<file path="src/rtl/alu_sequencer.sv">
// Instruction sequencer for the multi-stage ALU/bus datapath: decodes one instruction
// at a time into per-step bus controls. Optional illegal-instruction trap: SEQ_ILLEGAL_TRAP_EN.
module alu_sequencer #(
    parameter int N    = 10,
    parameter int NREG = 8
) (
    input  logic            CLK,
    input  logic            RST,
    input  logic [N-1:0]    INSTR,
    input  logic            RUN,
    output logic [NREG-1:0] Rin,
    output logic [NREG-1:0] Rout,
    output logic            DINout,
    output logic            enA,
    output logic            enGin,
    output logic            enGout,
    output logic [2:0]      ALUOP,
    output logic            BUSY,
    output logic            DONE
`ifdef SEQ_ILLEGAL_TRAP_EN
    ,
    output logic            ILLEGAL
`endif
);

`ifdef SEQ_ILLEGAL_TRAP_EN
    typedef enum logic [2:0] {IDLE, T1, T2, T3, TRAP} state_t;
`else
    typedef enum logic [1:0] {IDLE, T1, T2, T3} state_t;
`endif

    state_t         state;
    state_t         next;
    logic [N-1:0]   ir;
    logic [3:0]     op;
    logic [2:0]     x;
    logic [2:0]     y;
    logic           illegal;

    assign op = ir[N-1:N-4];
    assign x  = ir[5:3];
    assign y  = ir[2:0];

    // Reserved opcodes occupy the upper half of the opcode space.
    assign illegal = op[3] || (32'(x) >= NREG) || (32'(y) >= NREG);

    function automatic logic [NREG-1:0] onehot(input logic [2:0] idx);
        logic [NREG-1:0] v;
        v = '0;
        for (int unsigned i = 0; i < NREG; i++)
            v[i] = (32'(idx) == i);
        return v;
    endfunction

    always_ff @(posedge CLK) begin
        if (RST) begin
            state <= IDLE;
            ir    <= '0;
        end else begin
            state <= next;
            if (state == IDLE && RUN)
                ir <= INSTR;
        end
    end

    always_comb begin
        next   = state;
        Rin    = '0;
        Rout   = '0;
        DINout = 1'b0;
        enA    = 1'b0;
        enGin  = 1'b0;
        enGout = 1'b0;
        ALUOP  = 3'd0;
        DONE   = 1'b0;
`ifdef SEQ_ILLEGAL_TRAP_EN
        ILLEGAL = 1'b0;
`endif
        case (state)
            IDLE: begin
                if (RUN)
                    next = T1;
            end
            T1: begin
                if (illegal) begin
`ifdef SEQ_ILLEGAL_TRAP_EN
                    next = TRAP;
`else
                    DONE = 1'b1;
                    next = IDLE;
`endif
                end else if (op == 4'd0) begin
                    Rout = onehot(y);
                    Rin  = onehot(x);
                    DONE = 1'b1;
                    next = IDLE;
                end else if (op == 4'd1) begin
                    DINout = 1'b1;
                    Rin    = onehot(x);
                    DONE   = 1'b1;
                    next   = IDLE;
                end else begin
                    Rout = onehot(x);
                    enA  = 1'b1;
                    next = T2;
                end
            end
            T2: begin
                enGin = 1'b1;
                ALUOP = 3'(op - 4'd2);
                // NOT takes only the A operand, so the bus stays undriven.
                if (op != 4'd7)
                    Rout = onehot(y);
                next = T3;
            end
            T3: begin
                enGout = 1'b1;
                Rin    = onehot(x);
                DONE   = 1'b1;
                next   = IDLE;
            end
`ifdef SEQ_ILLEGAL_TRAP_EN
            TRAP: begin
                ILLEGAL = 1'b1;
            end
`endif
            default: next = IDLE;
        endcase
    end

    assign BUSY = (state != IDLE);

endmodule

</file>
<file path="config.mk">
export PLATFORM = sky130hd
export DESIGN_NAME = alu_sequencer
export DESIGN_NICKNAME = d
export VERILOG_FILES = /design/src/rtl/alu_sequencer.sv
export SDC_FILE = /design/constraint.sdc
export NUM_CORES = 1
export LEC_CHECK = 0
export CAP_MARGIN = 20
export CORE_UTILIZATION = 43
export CTS_BUF_LIST = sky130_fd_sc_hd__clkbuf_8
export CTS_CLUSTER_SIZE = 24
export DETAILED_ROUTE_END_ITERATION = 10
export GPL_ROUTABILITY_DRIVEN = 0
export PLACE_DENSITY_LB_ADDON = 0.08
export SETUP_SLACK_MARGIN = 0.1
export SYNTH_ARGS = -nofsm -noshare
export SYNTH_HDL_FRONTEND = slang
export SYNTH_SLANG_ARGS = --single-unit
</file>
<file path="constraint.sdc">
create_clock -name CLK -period 2.6 [get_ports CLK]
set_clock_uncertainty 0.2 [all_clocks]
set_input_delay 0.52 -clock CLK [delete_from_list [all_inputs] [get_ports CLK]]
set_output_delay 0.52 -clock CLK [all_outputs]
set_load 0.03 [all_outputs]
</file>
; ---- After elaboration in Yosys (flattened, before gate mapping)
; Cells that the tools add are included.
[totals]
mem_count = 0
input_bits = 13
out_inout_bits = 25
mem_bits_rw = 0
reg_bits = 12
latchBits = 0
word_cells = 57
romBits = 0
[classes]
n_mul = 0
n_mux = 28
reduce_logical = 6
n_bitwise = 0
n_shift = 0
n_eq_ne = 20
order_cmp = 0
addsub = 1
div = 0
[op_table]
columns = operator, n
row1 = $mux W8, 7
row2 = $pmux W8 S2, 2
row3 = $eq A3 B3 Y1 const B, 8
row4 = $eq A3 B2 Y1 const B, 4
row5 = $mux W1, 12
row6 = $mux W2, 4
row7 = $pmux W2 S4, 1
row8 = $eq A3 B1 Y1 const B, 2
row9 = $logic_not A3 Y1, 2
row10 = $eq A2 B2 Y1 const B, 2
row11 = $eq A4 B1 Y1 const B, 1
row12 = $logic_not A4 Y1, 1
row13 = $ne A4 B3 Y1 const B, 1
row14 = $mux W3, 1
row15 = $sub A3 B2 Y3 const B, 1
row16 = $eq A2 B1 Y1 const B, 1
row17 = $logic_not A2 Y1, 1
row18 = $ne A2 B2 Y1 const B, 1
row19 = $pmux W1 S2, 1
row20 = $reduce_bool A2 Y1, 1
row21 = $logic_and A1 B1 Y1, 1

; ---- Depth between registers and ports, before layout
; Gate-level depths: netlist of the first run.
[logic_depth]
depth_word = 5
ltp_mapped = 6
depth_no_buf = 6

; ---- Worst setup path after synthesis of the first run
; OpenSTA, ideal clock, no wires.
[synth_timing]
path_type = reg-to-output
startpoint = reg state[0]
endpoint = out Rout[0]
arrival_time_ns = 1.852
path_buffers = 0
setup_slack_ns = 0.028
path_stages_with_launch = 6
required_ns = 1.880
path_cell_list = dfxtp_1 > inv_1 > ha_1 > nand3b_1 > o31a_1 > o41ai_2
[synth_between]
elab_chain_len = 2
elab_cells_between_ends = 3
cone_classes = eq/ne: 2 / mux: 1
[synth_rtl]
columns = item, line
row1 = "start, declared", 32  ; state_t state;
row2 = "start signal, assigned", 60  ; state <= next;
row3 = $eq A2 B2 Y1 or $eq A2 B1 Y1 (tied branches), 79  ; case (state)
row4 = $pmux W8 S2 *, 79
row5 = "end, declared", 12  ; output logic [NREG-1:0] Rout,
; Every way passes the cells marked *; elsewhere a longest branch is shown, timed or not.

; ---- Worst setup path in the final report of the first run
; Same ends and word-level chain as after synthesis.

==> results.py, run 1 <==
metrics = {
    "critical_path": {
        "r2r_setup_slack_ns": 1.14,
        "end_kind": "output pin",
        "path_depth": 7,
        "worst-path-buf-inv": 2,
        "crit_chain": "inv_4, ha_4, nand3b_1, or3_4, nand2b_4, o41ai_4, buf_4",
        "required_ns": 1.88,
        "critPathKind": "reg -> out",
        "start_kind": "flop",
        "r2r_cells": 6,
        "critPathArrivalTime_ns": 1.91,
        "crit_slowest_cell": "or3_4",
        "path_max_fanout": 5,
        "cp_top_family": "simple AND/OR/NAND/NOR gates",
        "cpPeakStageDelay_ns": 0.43,
    },
    "placement": {
        "hpwl_um": 1900,
        "dpl-instance-area_mm2": 0.00124,
        "port_buffers": 37,
        "dp.cells": 177,
        "pre_cts_ws_ns": 0.0512,
    },
    "sta": {
        "worst_pin_slew_ns": 0.466,
        "finalCritPeriodShare": 1.01,
        "grt_setup_unrepaired": "true",
        "finalWorstSetupSlack_ns": -0.0341,
        "slew_violations": 0,
        "finalSetupViolations": 2,
        "fmax_mhz": 380,
        "slew_headroom": 0.689,
        "fin_tns_setup_ns": -0.0355,
        "hold_viol": 0,
        "min_period_ns": 2.63,
    },
    "pwr": {
        "power_density_mw_per_mm2": 411,
        "irDropWorstVdd_mv": 0.415,
        "p_leak_uw": 0.000583,
    },
    "die": {
        "die_y_um": 47.0,
        "fp.dieArea_mm2": 0.00221,
        "io-pin-count": 38,
        "core_mm2": 0.00180,
        "die_w_um": 47.0,
        "std_cell_rows": 15,
        "start_util": 0.483,
    },
    "global_routing": {
        "grt_antenna_before_repair": 0,
        "use_met3": 0.0269,
        "gr-max-usage-layer": "met2",
        "met2_usage": 0.417,
        "grt_use_total": 0.272,
        "grt_overflow": 0,
        "grt_max_degree": 13,
        "grt_pass1_wl_um": 4150,
        "use_met1": 0.367,
        "grt_pass1_vias": 900,
    },
    "yosys": {
        "syn_area_per_cell_um2": 7.19,
        "synth_edf_count": 0,
        "ys_ff_latch": 12,
        "async_reset_ff_frac": 0,
        "synth_area_um2": 870,
        "syn_inst": 121,
        "synth_cell_types": 34,
        "ys_warn_count": 0,
        "synth_flop_cell": "dfxtp_1",
        "ys_seq_area_frac": 0.276,
        "syn-num-nets": 138,
    },
    "layout": {
        "design_area_mm2": 0.00137,
        "final_cells": 184,
        "final_cell_mix": "nand2_1 (26), clkdlybuf4s50_1 (15), nor2_1 (12)",
        "antenna_cells": 0,
        "drive_above_1_share": 0.289,
        "final_common_cell": "nand2_1",
        "area_growth_pct": 57.6,
        "finish.net_count": 178,
    },
    "clock_tree": {
        "cts_tree": "built",
        "clockRootBuffer": "clkbuf_8",
        "cts.clk_slew.worst_paths_ns": 0.05,
        "ctsHoldBuffers": 0,
        "cts.htree.levels": 1,
        "cts_buffers": 3,
        "clock_latency_ns": 0.24,
        "clk_path_buf_depth": 2,
        "clock_sinks": 12,
    },
    "route": {
        "wl_um": 2930,
        "first_iter_violations": 61,
        "vias_per_cell": 5.90,
        "drtAntennaViolNets": 0,
        "routedWlPerCell_um": 15.9,
        "vias": 1085,
        "drc_errors": 0,
        "first_pass_iters": 4,
    },
    "hold_path": {
        "min_path_cells": 2,
        "hold_path_class": "reg -> reg",
    },
    "flow_run": {
        "max_cap_violations": 0,
    },
    "outcome": {
        "violations": "negative setup slack",
        "status": "finished, violations left",
    },
}
==> area by class of cell <==
cell class | count | area (µm²)
Sequential cell | 12 | 254
Clock buffer | 3 | 41.3
Tap cell | 25 | 31.3
Multi-Input combinational cell | 98 | 671
Fill cell | 140 | 432
Inverter | 5 | 21.3
Timing Repair Buffer | 41 | 352
==> metrics by stage <==
stage	utilization	total power, µW	hold slack, ns
floorplan	-	321	0.279
global placement	0.690	369	0.299
detailed placement	0.690	374	0.317
CTS	0.745	550	0.328
global route	0.760	593	0.342
finish	0.760	564	0.315
==> what timing repair did <==
item / in CTS / in global routing
gates cloned: 0 / 1
pin swaps: 3 / 7
buffers inserted: 3 / 1
setup endpoints to repair: 20 / 18
gates resized for setup: 25 / 31
==> synthesized netlist by cell type (all sizes together), types with 2 or more instances <==
library cell | instances | area, µm²
and2 | 3 | 20.0
nand3b | 2 | 15.0
nor4b | 2 | 30.0
nand2b | 5 | 31.3
o32ai | 2 | 17.5
nor4 | 2 | 12.5
nand2 | 26 | 97.6
a41oi | 2 | 17.5
nor2 | 12 | 45.0
inv | 5 | 18.8
a31oi | 2 | 12.5
o22ai | 5 | 31.3
ha | 4 | 50.1
nor3 | 3 | 15.0
or3 | 2 | 12.5
o21ai | 2 | 10.0
a21oi | 10 | 50.1
clkbuf | 6 | 22.5
dfxtp | 12 | 240
==> cell families (layout without fill, tap and decap cells) <==
group           count (synthesis)  count (layout)  share of synthesized area
simple gates                   64              65                      0.380
compound gates                 28              28                      0.214
flops                          12              12                      0.276
buf+inv                        12              49                     0.0604
fa+ha+maj                       4               4                     0.0576
mux                             1               1                     0.0115
==> routing by layer <==
layer	vias to the layer above	wire [µm]	share of wire
li1	507	-	-
met1	502	1180	0.40
met2	64	1480	0.51
met3	12	188	0.064
met4	0	73	0.025
met5	-	0	0
==> power by group <==
group,internal [µW],switching [µW]
Sequential,197,29.9
Combinational,75.0,95.8
Clock,102,64.4
Total,374,190
==> worst paths after layout <==
| kind | start | end |
|---|---|---|
| setup reg to reg | flop | flop |
| hold / removal | ir[9] | ir[9] |
| setup / recovery | state[0] | Rout[0] |
| hold reg to reg | ir[9] | ir[9] |
==> worst reg2reg max path, stage by stage (launching register included) <==
cell and delay (ns):
dfxtp_4 0.35, inv_2 0.08, ha_4 0.16, inv_1 0.06, o21ai_0 0.21, mux2i_1 0.22, nor2_1 0.06
==> registers in the layout, indices dropped and copies added (netlist names), named ones only <==
name / cells
state: 1
ir: 10
(Power assumes the default switching activity.)
==> inputs of run 2 (changes only) <==
- CELL_PAD_IN_SITES_DETAIL_PLACEMENT: unset -> 1
- CELL_PAD_IN_SITES_GLOBAL_PLACEMENT: unset -> 2
- CORE_UTILIZATION: 43 -> 24
- clock period: 2.6 -> 3.1 ns (I/O delays scaled with it)
==> run 2 against run 1 <==
Compared with the run above:
- register-to-register slack improved by 0.29 ns
- highest routed layer unchanged
- sequential cell count did not move
- wire length shrank 7.3%
- first-iteration DRC count shrank 26%
- die area is 75% higher
- the run now ends clean
- via count shrank 9.6%
- final cell count is 11% higher
- power down 20%
- combinational power fell by 23%
- clock-buffer cell count unchanged
- sequential power down 19%
==> results.py, run 2 (synthesis gave the netlist of run 1 again) <==
metrics = {
    "outcome": {
        "status": "finished, final reports clean",
    },
    "layout": {
        "finish.net_count": 177,
        "largest_registers": "ir (10), state (1)",
        "largest_reg_flops": 10,
        "area_growth_pct": 53.2,
        "drive_above_1_share": 0.101,
        "final_common_cell": "nand2_1",
        "multiInputGateArea_um2": 577,
        "seq_area_um2": 240,
        "final_cell_mix": "nand2_1 (26), clkdlybuf4s50_1 (21), nor2_1 (12), dfxtp_1 (12), a21oi_1 (10)",
        "n_fill_cell": 436,
        "antenna_cells": 0,
        "top_register": "ir",
    },
    "global_routing": {
        "grt_overflow": 0,
        "met2_usage": 0.250,
        "grt_pass1_vias": 985,
        "grt_antenna_before_repair": 0,
        "use_met1": 0.192,
        "grt_use_total": 0.147,
        "use_met3": 0.0165,
        "grt_max_degree": 13,
        "gr-max-usage-layer": "met2",
        "grt_pass1_wl_um": 4600,
    },
    "clock_tree": {
        "ctsHoldBuffers": 0,
        "clk_path_buf_depth": 2,
        "cts_buffers": 3,
        "cts.clk_slew.worst_paths_ns": 0.05,
        "clock_sinks": 12,
        "clock_latency_ns": 0.23,
        "cts_tree": "built",
        "cts.htree.levels": 1,
        "clockRootBuffer": "clkbuf_8",
    },
    "pwr": {
        "power_density_mw_per_mm2": 337,
        "p_comb_frac": 0.293,
        "irDropWorstVdd_mv": 0.185,
        "internal_power_uw": 306,
        "switching_share": 0.318,
        "power_uw": 449,
        "power.switching_uw": 143,
        "clockPowerShare": 0.298,
        "p_seq_frac": 0.409,
        "p_leak_uw": 0.000627,
    },
    "route": {
        "wl_um": 2710,
        "drc_errors": 0,
        "vias": 981,
        "drtAntennaViolNets": 0,
        "routedWlPerCell_um": 13.3,
        "vias_per_cell": 4.81,
        "first_iter_violations": 45,
        "first_pass_iters": 4,
    },
    "critical_path": {
        "r2r-start": "state[0]",
        "start_kind": "flop",
        "r2r_cells": 6,
        "end_kind": "output pin",
        "critPathArrivalTime_ns": 2.17,
        "r2r_setup_slack_ns": 1.43,
        "required_ns": 2.28,
        "path_max_fanout": 5,
        "critPathKind": "reg -> out",
    },
    "die": {
        "die_y_um": 62.2,
        "die_w_um": 62.2,
        "std_cell_rows": 21,
        "start_util": 0.255,
        "io-pin-count": 38,
        "fp.dieArea_mm2": 0.00387,
        "core_mm2": 0.00342,
    },
    "sta": {
        "finalSetupViolations": 0,
        "slew_violations": 0,
        "slew_headroom": 0.690,
        "fin_tns_setup_ns": 0,
        "worst_pin_slew_ns": 0.464,
        "grt_setup_unrepaired": "true",
        "fmax_mhz": 334,
        "finalCritPeriodShare": 0.965,
        "hold_viol": 0,
        "min_period_ns": 2.99,
    },
    "flow_run": {
        "max_cap_violations": 0,
    },
    "hold_path": {
        "hold_path_end": "ir[1]",
        "hold_path_class": "reg -> reg",
        "hp-start": "ir[1]",
        "min_path_cells": 2,
    },
    "placement": {
        "hpwl_um": 2230,
        "port_buffers": 37,
    },
}
-- run 2: cell types whose count changed in the layout (fill, tap and decap cells not counted), sizes merged --
cell,delta
or3,-1
clkdlybuf4s50,+6
dlygate4sd2,+2
dlymetal6s2s,+4
clkbuf,-8
buf,-5
clkdlybuf4s15,+1
-- run 2: power groups by stage --
| stage | sequential [µW] | clock [µW] | combinational (µW) |
|---|---|---|---|
| final | 183 | 134 | 132 |
| after global routing | 186 | 146 | 144 |
| after CTS | 183 | 138 | 133 |
| after detailed placement | 186 | 0 | 134 |
| after global placement | 185 | 0 | 131 |
| after floorplan | 177 | 0 | 90.0 |
-- run 2: worst max-delay path by stage --
stage / from / end / slack [ns] / depth (start not counted)
after global routing: state[0] / Rout[6] / 0.0005 / 6
after detailed placement: state[0] / Rout[6] / 0.03 / 6
final: state[0] / Rout[6] / 0.11 / 6
after CTS: state[0] / Rout[6] / 0.05 / 6
after floorplan: state[0] / Rout[0] / 0.43 / 5
after global placement: state[0] / Rout[6] / 0.12 / 6
-- run 2: per-layer routing --
metal	wire length (µm)	up-vias
li1	-	502
met1	1340	458
met2	1270	19
met3	88	2
met4	20	0
met5	0	-
-- run 2: per-stage QoR --
stage                     setup slack, ns  utilization  hold WS [ns]  instances  area [µm²]
final                               0.109        0.390         0.351        204        1330
after global routing             0.000507        0.390         0.401        204        1330
after CTS                          0.0538        0.387         0.355        204        1320
after detailed placement           0.0302        0.377         0.341        201        1290
after global placement              0.118        0.377         0.334        201        1290
after floorplan                     0.428            -         0.279        121         870
-- run 2: worst max-delay path, stage by stage, from the launching register on --
cell	delay, ns
dfxtp_1	0.39
inv_1	0.09
ha_1	0.33
nand3b_1	0.13
or3_1	0.42
o22ai_1	0.19
clkdlybuf4s15_1	0.39
-- run 2: cell type report --
type,instances,share of cell area
well taps,46,0.0432
repair buffers,41,0.299
multi-input cells,97,0.433
inverters,5,0.0141
flip-flops and latches,12,0.180
clock buffers,3,0.0310
-- run 2: timing repair --
item	in CTS	in global routing
hold endpoints to repair	0	0
gates resized for setup	10	9
setup buffers	0	0
setup endpoints to repair	8	8
